$ cat config.mk
export PLATFORM = sky130hd
export DESIGN_NAME = uart_boot_loader
export DESIGN_NICKNAME = d
export VERILOG_FILES = /design/src/rtl/uart_boot_loader.sv
export SDC_FILE = /design/constraint.sdc
export NUM_CORES = 1
export LEC_CHECK = 0
export ABC_AREA = 0
export CAP_MARGIN = 10
export CORE_UTILIZATION = 45
export CTS_CLUSTER_DIAMETER = 100
export DETAILED_ROUTE_END_ITERATION = 8
export PLACE_DENSITY = 0.67
export SLEW_MARGIN = 20
export SYNTH_ARGS = -nofsm -noshare
export SYNTH_HDL_FRONTEND = slang
export SYNTH_SLANG_ARGS = --single-unit
$ cat constraint.sdc
create_clock -name i_clk -period 2.6 [get_ports i_clk]
set_input_delay 0.39 -clock i_clk [delete_from_list [all_inputs] [get_ports i_clk]]
set_output_delay 0.39 -clock i_clk [all_outputs]
set_load 0.05 [all_outputs]
$ cat src/rtl/uart_boot_loader.sv
// uart_boot_loader: receives a framed program image over 8N1 UART and writes it into program memory,
// holding the core stalled until the image checksum verifies.
module uart_boot_loader #(
  parameter int          CLKS_PER_BIT = 434,
  parameter int          MAX_WORDS    = 256,
  parameter logic [7:0]  HDR_BYTE     = 8'hA5
) (
  input  logic        i_clk,
  input  logic        i_rst_n,
  input  logic        i_uart_rx,
  output logic        o_pm_we,
  output logic [31:0] o_pm_addr,
  output logic [31:0] o_pm_wdata,
  output logic        o_cpu_run,
  output logic        o_busy,
  output logic        o_load_err,
  output logic [15:0] o_word_cnt
);
  localparam int              CW      = $clog2(CLKS_PER_BIT + 1);
  localparam logic [CW-1:0]   LP_HALF = CW'(CLKS_PER_BIT / 2 - 1);
  localparam logic [CW-1:0]   LP_FULL = CW'(CLKS_PER_BIT - 1);
  localparam logic [15:0]     LP_MAX  = 16'(MAX_WORDS);

  typedef enum logic [1:0] {RX_IDLE, RX_START, RX_DATA, RX_STOP} rx_state_t;
  typedef enum logic [2:0] {S_IDLE, S_LEN_LO, S_LEN_HI, S_DATA, S_CHK, S_RUN, S_ERR} state_t;

  logic          r_rx_s1, r_rx_s2, r_rx_s3;
  rx_state_t     r_rx_state, w_rx_state_nx;
  logic [CW-1:0] r_clk_cnt, w_clk_cnt_nx;
  logic [2:0]    r_bit_idx, w_bit_idx_nx;
  logic [7:0]    r_shift, w_shift_nx;
  logic          w_fall, w_stop_pt, w_byte_vld, w_frm_err;

  state_t        r_state, w_state_nx;
  logic [15:0]   r_len, r_word_cnt;
  logic [31:0]   r_word, r_pm_addr, r_pm_wdata;
  logic [7:0]    r_chk;
  logic [1:0]    r_byte_idx;
  logic          r_pm_we, r_cpu_run, r_load_err;
  logic          w_busy, w_hdr, w_last_byte, w_last_word, w_data_byte;
  logic [15:0]   w_len;

  always_ff @(posedge i_clk or negedge i_rst_n)
    if (!i_rst_n) {r_rx_s1, r_rx_s2, r_rx_s3} <= 3'b111;
    else          {r_rx_s1, r_rx_s2, r_rx_s3} <= {i_uart_rx, r_rx_s1, r_rx_s2};

  assign w_fall     = r_rx_s3 & ~r_rx_s2;
  assign w_stop_pt  = (r_rx_state == RX_STOP) && (r_clk_cnt == LP_FULL);
  assign w_byte_vld = w_stop_pt & r_rx_s2;
  assign w_frm_err  = w_stop_pt & ~r_rx_s2;

  always_ff @(posedge i_clk or negedge i_rst_n)
    if (!i_rst_n) begin
      r_rx_state <= RX_IDLE;
      r_clk_cnt  <= '0;
      r_bit_idx  <= '0;
      r_shift    <= '0;
    end else begin
      r_rx_state <= w_rx_state_nx;
      r_clk_cnt  <= w_clk_cnt_nx;
      r_bit_idx  <= w_bit_idx_nx;
      r_shift    <= w_shift_nx;
    end

  // A start bit still high at its centre is treated as a line glitch.
  always_comb begin
    w_rx_state_nx = r_rx_state;
    w_clk_cnt_nx  = r_clk_cnt + 1'b1;
    w_bit_idx_nx  = r_bit_idx;
    w_shift_nx    = r_shift;
    case (r_rx_state)
      RX_IDLE: begin
        w_clk_cnt_nx = '0;
        if (w_fall) w_rx_state_nx = RX_START;
      end
      RX_START:
        if (r_clk_cnt == LP_HALF) begin
          w_clk_cnt_nx  = '0;
          w_bit_idx_nx  = '0;
          w_rx_state_nx = r_rx_s2 ? RX_IDLE : RX_DATA;
        end
      RX_DATA:
        if (r_clk_cnt == LP_FULL) begin
          w_clk_cnt_nx = '0;
          w_shift_nx   = {r_rx_s2, r_shift[7:1]};
          w_bit_idx_nx = r_bit_idx + 1'b1;
          if (r_bit_idx == 3'd7) w_rx_state_nx = RX_STOP;
        end
      RX_STOP:
        if (r_clk_cnt == LP_FULL) w_rx_state_nx = RX_IDLE;
      default: w_rx_state_nx = RX_IDLE;
    endcase
  end

  assign w_busy      = (r_state == S_LEN_LO) || (r_state == S_LEN_HI) || (r_state == S_DATA) || (r_state == S_CHK);
  assign w_hdr       = w_byte_vld && (r_shift == HDR_BYTE);
  assign w_len       = {r_shift, r_len[7:0]};
  assign w_last_byte = (r_byte_idx == 2'd3);
  assign w_last_word = (r_word_cnt + 16'd1) == r_len;
  assign w_data_byte = (r_state == S_DATA) && w_byte_vld;

  always_ff @(posedge i_clk or negedge i_rst_n)
    if (!i_rst_n) r_state <= S_IDLE;
    else          r_state <= w_state_nx;

  always_comb begin
    w_state_nx = r_state;
    case (r_state)
      S_IDLE, S_RUN, S_ERR: if (w_hdr) w_state_nx = S_LEN_LO;
      S_LEN_LO: if (w_byte_vld) w_state_nx = S_LEN_HI;
      S_LEN_HI: if (w_byte_vld) w_state_nx = (w_len > LP_MAX) ? S_ERR : (w_len == 16'd0) ? S_CHK : S_DATA;
      S_DATA:   if (w_byte_vld && w_last_byte && w_last_word) w_state_nx = S_CHK;
      S_CHK:    if (w_byte_vld) w_state_nx = (r_shift == r_chk) ? S_RUN : S_ERR;
      default:  w_state_nx = S_IDLE;
    endcase
    if (w_frm_err && w_busy) w_state_nx = S_ERR;
  end

  // Word assembly and the write port are separate registers, so a byte can land during the write cycle.
  always_ff @(posedge i_clk or negedge i_rst_n)
    if (!i_rst_n) begin
      r_pm_we    <= 1'b0;
      r_pm_addr  <= '0;
      r_pm_wdata <= '0;
      r_cpu_run  <= 1'b0;
      r_load_err <= 1'b0;
      r_word_cnt <= '0;
      r_len      <= '0;
      r_word     <= '0;
      r_chk      <= '0;
      r_byte_idx <= '0;
    end else begin
      r_pm_we    <= 1'b0;
      r_cpu_run  <= (r_state == S_RUN);
      r_load_err <= (w_state_nx == S_ERR);
      if (w_hdr && !w_busy) begin
        r_word_cnt <= '0;
        r_pm_addr  <= '0;
        r_chk      <= '0;
        r_byte_idx <= '0;
      end
      if ((r_state == S_LEN_LO) && w_byte_vld) r_len[7:0] <= r_shift;
      if ((r_state == S_LEN_HI) && w_byte_vld) r_len <= w_len;
      if (w_data_byte) begin
        r_chk                            <= r_chk + r_shift;
        r_word[{r_byte_idx, 3'b000} +: 8] <= r_shift;
        r_byte_idx                       <= r_byte_idx + 2'd1;
        if (w_last_byte) begin
          r_pm_we    <= 1'b1;
          r_pm_wdata <= {r_shift, r_word[23:0]};
          r_pm_addr  <= {14'd0, r_word_cnt, 2'b00};
          r_word_cnt <= r_word_cnt + 16'd1;
        end
      end
    end

  assign o_pm_we    = r_pm_we;
  assign o_pm_addr  = r_pm_addr;
  assign o_pm_wdata = r_pm_wdata;
  assign o_cpu_run  = r_cpu_run;
  assign o_busy     = w_busy;
  assign o_load_err = r_load_err;
  assign o_word_cnt = r_word_cnt;
endmodule
==> results.toml, run 1 <==
[status]
run_status = "complete, no violations"

[pwr]
leakage_nw = 4.45
total_power_mw = 5.16
pwr_density_cell_nw_per_um2 = 552
ir_drop_mv = 0.451

[final_layout]
finalNonFillerCells = 1105
final_area_um2 = 9350
layout-drive-gt1-share = 0.133
n_antenna_cell = 0
area_delta_synth_final_pct = 24.5
final_nets = 898

[placement]
dpl.cell_count = 1072
routabilityCongestion = 0.900
dpl.hpwl_um = 12100
place_area_um2 = 8770
port_buffers = 86

[logic_synthesis]
yosys_warnings = 0
yosys.cell_count.top_type = "nand2_1"
ys_ff_latch = 161
syn_area_um2 = 7510
synth_seq_area_share = 0.537
syn-mean-instance-area_um2 = 9.63
async_flop_share = 1.00
yosysTopAreaCell = "dfrtp_1"
synth_edf_count = 0
ys_types = 59
synth.area.top_cells = "dfrtp_1, nand2_1, o21ai_0"
synth_fp_nets = 802
synth_top_area_frac = 0.527
ys.flop_type = "dfrtp_1"
synthCells = 780
netlist_top_cells_count = "nand2_1, dfrtp_1, o21ai_0"

[drt]
routed_via_density = 5.38
wl_per_cell_um = 15.7
routed-wl-met3_um = 685
routed_wl_um = 17300
met1_length_um = 7800
drt_iter0_drc = 444
drc_errors = 0
drt_first_pass_iters = 5
postRouteAntennaNets = 0
route.met2.wl_um = 8570
vias = 5943
highest_layer = "met4"

[clock_tree]
numCtsBuffers = 17
tritoncts = "yes"
clock_path_buffers = 2
clock_latency_ns = 0.43
htreeDepth = 4
root_buffer = "clkbuf_16"
path_clk_slew_ns = 0.06
cts_sinks = 161

[hold_path]
whs_path_depth = 1
worstHoldPathType = "in -> reg"

[timing]
skew_ns = 0.00752
fmax_mhz = 410
slew_headroom = 0.581
fin_crit_ns = 2.44
rsz0062_at_grt = "false"
max_slew.worst_pin.slew_ns = 0.628
finalCritPeriodShare = 0.938
finalSetupViolCount = 0
hold_viol = 0
hold_slack_ns = 0.358
report.final.slew_viol_count = 0

[critical_path]
crit_arrival_ns = 2.77
endpoint_kind = "flip-flop"
worstSetupPathType = "reg -> reg"
startpoint_type = "flip-flop"
cp.required_ns = 2.93
worst-path-max-fanout = 30
reg2regPathDepth = 11

[floorplan]
die_h_um = 131
die_w_um = 131
core_um2 = 16100
row_count = 46
die_area_um2 = 17200
num_io_pins = 87
start_util = 0.468

[global_routing]
overflow = 0
grt_pass1_vias = 5676
track_usage = 0.211
antenna_found_initial = 0
grt_pass1_wl_um = 28900
grt_max_degree = 67

[run]
cap_violations = 0
==> routing by layer <==
metal / global-route usage / up-vias
li1: - / 2850
met1: 0.275 / 2906
met2: 0.344 / 162
met3: 0.0413 / 25
met4: 0.0850 / 0
met5: 0 / -
==> flip-flops by register name (all words and copies together), names as in the netlist, 8 cells and up, named ones only <==
| register | cells |
|---|---|
| r_shift | 8 |
| r_chk | 8 |
| r_word | 24 |
| o_word_cnt | 16 |
| o_pm_wdata | 32 |
| r_len | 16 |
| r_clk_cnt | 9 |
| o_pm_addr | 32 |
==> final timing paths <==
check,startpoint,endpoint,slack (ns)
worst max-delay path,r_clk_cnt[1],o_word_cnt[4],0.16
worst min-delay path,i_uart_rx,r_rx_s1,0.36
worst max register to register,r_clk_cnt[1],o_word_cnt[4],0.16
worst min register to register,r_rx_s1,r_rx_s2,0.36
max in group asynchronous,i_rst_n,r_rx_s3,1.24
min in group asynchronous,i_rst_n,o_pm_wdata[17],0.52
==> cell families after synthesis <==
family                   count (synthesis)  share of synthesized area
AO/OA/AOI/OAI                          118                     0.0935
buffers and inverters                   59                     0.0343
AND/OR/NAND/NOR                        360                      0.221
multiplexers                            25                     0.0375
flip-flops                             161                      0.537
XOR/XNOR                                38                     0.0443
adder cells (fa/ha/maj)                 19                     0.0327
==> power by group <==
group / total, mW / switching (mW) / internal [mW] / leakage [nW]
Sequential: 2.61 / 0.0582 / 2.55 / 2.22
Clock: 2.37 / 0.987 / 1.38 / 0.276
Combinational: 0.180 / 0.113 / 0.0673 / 1.96
Total: 5.16 / 1.16 / 4.00 / 4.45
==> critical path, cell delays in order, from the launching register on <==
cell,delay [ns]
dfrtp_1,0.42
inv_1,0.10
ha_1,0.14
and4bb_2,0.27
nand3_2,0.09
buf_4,0.17
nor3_1,0.32
nand3_2,0.18
buf_4,0.28
nor2_1,0.16
o21ai_0,0.11
o31ai_1,0.09
==> per-stage QoR <==
stage | setup slack [ns] | utilization | setup TNS, ns
finish | 0.162 | 0.582 | 0
CTS | 0.0412 | 0.581 | 0
floorplan | 0.0139 | - | 0
global route | 0.00382 | 0.582 | 0
detailed placement | -0.0492 | 0.546 | -0.0492
global placement | 0.185 | 0.546 | 0
==> cell type report <==
| class | instances | area [um^2] |
|---|---|---|
| fillers | 1343 | 6710 |
| multi-input cells | 560 | 3260 |
| clock buffers | 22 | 474 |
| flip-flops and latches | 161 | 4040 |
| inverters | 12 | 45.0 |
| repair buffers | 124 | 1170 |
| well taps | 216 | 270 |
| clock inverters | 10 | 83.8 |
==> placed cells by master (no fill, tap or decap), drive strengths merged, types with 3 or more instances in the layout <==
| cell | netlist | routed |
|---|---|---|
| mux2 | 25 | 25 |
| clkbuf | 35 | 22 |
| clkinv | 0 | 6 |
| and3 | 28 | 28 |
| nand2 | 207 | 207 |
| nor3b | 4 | 4 |
| or4 | 3 | 3 |
| inv | 12 | 13 |
| nand3 | 35 | 35 |
| or3 | 3 | 3 |
| a22o | 7 | 7 |
| nor3 | 7 | 7 |
| and2 | 7 | 7 |
| nand4 | 7 | 7 |
| xor2 | 15 | 15 |
| buf | 12 | 39 |
| clkdlybuf4s50 | 0 | 84 |
| nor2 | 35 | 35 |
| dfstp | 3 | 3 |
| nor4 | 10 | 10 |
| ha | 18 | 18 |
| o31ai | 6 | 6 |
| a21oi | 17 | 17 |
| xnor2 | 23 | 23 |
| o21ai | 67 | 67 |
| dfrtp | 158 | 158 |
==> repair_timing <==
| item | CTS | global route |
|---|---|---|
| setup endpoints to repair | 1 | 4 |
| hold buffers | 1 | 0 |
| pin swaps | 0 | 1 |
| hold endpoints to repair | 59 | 0 |
| buffers inserted | 0 | 0 |
| resized for setup | 1 | 3 |
No activity file was read; power rests on OpenSTA's default activity.
==> run 2, diff against run 1 <==
--- a/config.mk
+++ b/config.mk
@@ -7,10 +7,12 @@
 export LEC_CHECK = 0
 export ABC_AREA = 0
 export CAP_MARGIN = 10
-export CORE_UTILIZATION = 45
+export CELL_PAD_IN_SITES_DETAIL_PLACEMENT = 1
+export CELL_PAD_IN_SITES_GLOBAL_PLACEMENT = 1
+export CORE_UTILIZATION = 39
 export CTS_CLUSTER_DIAMETER = 100
 export DETAILED_ROUTE_END_ITERATION = 8
-export PLACE_DENSITY = 0.67
+export PLACE_DENSITY = 0.74
 export SLEW_MARGIN = 20
 export SYNTH_ARGS = -nofsm -noshare
 export SYNTH_HDL_FRONTEND = slang
==> results.toml, run 2 (synthesized netlist as in run 1, its figures left out) <==
[placement]
place_area_um2 = 8810
routabilityCongestion = 0.865
dp_slack_ns = -0.0309
port_buffers = 86
dpl.hpwl_um = 14300

[floorplan]
core_um2 = 18800
num_io_pins = 87
die_area_um2 = 19800
row_count = 50
start_util = 0.400
die_h_um = 141
die_w_um = 141

[critical_path]
endpoint_kind = "flip-flop"
cp.required_ns = 2.90
slowest_stage = "a2111oi_2"
crit_chain = "ha_1 > a21o_1 > a21oi_2 > o21bai_1 > a2111oi_2 > o21ai_0 > and4b_1 > a211o_1"
max_stage_delay_ns = 0.45
crit_arrival_ns = 2.80
path_buf_inv = 0
cp_top_family = "compound AO/OA/AOI/OAI gates"
worst-path-max-fanout = 3
worstSetupPathType = "reg -> reg"
startpoint_type = "flip-flop"

[timing]
hold_slack_ns = 0.362
slew_headroom = 0.621
finalSetupViolCount = 0
finalSetupTns_ns = 0
fin_crit_ns = 2.49
setup_ws_ns = 0.106
skew_ns = 0.00993
report.final.slew_viol_count = 0
fmax_mhz = 401
max_slew.worst_pin.slew_ns = 0.568
hold_viol = 0
finalCritPeriodShare = 0.959

[final_layout]
post-route-util = 0.506
n_antenna_cell = 0
final_nets = 903
area_delta_synth_final_pct = 26.6
final_cell_mix = "nand2_1, dfrtp_1, clkdlybuf4s50_1"
layout-drive-gt1-share = 0.141
final_area_um2 = 9500
final_common_cell = "nand2_1"

[global_routing]
busiest_layer = "met2"
met3_usage = 0.0374
grt_max_degree = 59
overflow = 0
met2_usage = 0.393
grt_pass1_wl_um = 34600
use_met1 = 0.277
grt_pass1_vias = 6650
track_usage = 0.222
antenna_found_initial = 0

[hold_path]
worstHoldPathType = "reg -> reg"

[drt]
vias = 6057
routed_wl_um = 20400
drt_iter0_drc = 236
drc_errors = 0
routed_via_density = 5.37
drt_first_pass_iters = 4
wl_per_cell_um = 18.1
postRouteAntennaNets = 0

[clock_tree]
numCtsBuffers = 17
htreeDepth = 4
clock_latency_ns = 0.42
clock_path_buffers = 2
root_buffer = "clkbuf_16"
path_clk_slew_ns = 0.06
cts_sinks = 161
tritoncts = "yes"

[run]
cap_violations = 0

[pwr]
ir_drop_mv = 0.453
leakage_nw = 4.52
pwr_density_cell_nw_per_um2 = 574

[status]
run_status = "complete, no violations"
-- run 2: area by class of cell --
class | count | area [um^2]
clock inverter | 10 | 159
inverter | 12 | 45.0
timing repair buffer | 129 | 1210
tap | 234 | 293
sequential | 161 | 4040
clock buffer | 22 | 464
multi-input combinational | 560 | 3290
fill | 2073 | 9260
-- run 2: metrics by stage --
| step | instances | power (mW) |
|---|---|---|
| after global placement | 1093 | 2.83 |
| final | 1128 | 5.45 |
| after global routing | 1128 | 5.66 |
| after CTS | 1126 | 5.52 |
| after floorplan | 780 | 2.74 |
| after detailed placement | 1093 | 2.85 |
-- run 2: worst reg2reg max path, stage by stage (launching register included) --
cell and delay (ns):
dfrtp_1 0.42, ha_1 0.32, a21o_1 0.18, a21oi_2 0.18, o21bai_1 0.12, a2111oi_2 0.45, o21ai_0 0.20, and4b_1 0.24
a211o_1 0.27
-- run 2: repair_timing --
action	in CTS	in global routing
endpoints found under the hold margin	51	0
gates resized for setup	2	8
endpoints found under the setup margin	2	20
cloned	0	0
setup buffers	0	2
hold buffers	1	0
pin swaps	0	1
-- run 2: layer usage --
metal  vias to the layer above  share of wire
met3                        30          0.029
met2                       102           0.51
met5                         -              0
met1                      3077           0.45
li1                       2848              -
met4                         0          0.017
-- run 2: path summary, 6_finish.rpt --
path / from / to / slack, ns / depth (start not counted)
max: r_chk[1] / r_chk[7] / 0.11 / 8
min: r_rx_s1 / r_rx_s2 / 0.36 / 0
max reg2reg: r_chk[1] / r_chk[7] / 0.11 / 8
min reg2reg: r_rx_s1 / r_rx_s2 / 0.36 / 0
max in group asynchronous: i_rst_n / o_cpu_run / 1.22 / 3
min in group asynchronous: i_rst_n / o_pm_wdata[6] / 0.52 / 2
-- run 2: report_power, final --
group	leakage, nW	switching [mW]	internal (mW)
Clock	0.300	0.995	1.66
Combinational	2.00	0.118	0.0692
Sequential	2.22	0.0641	2.55
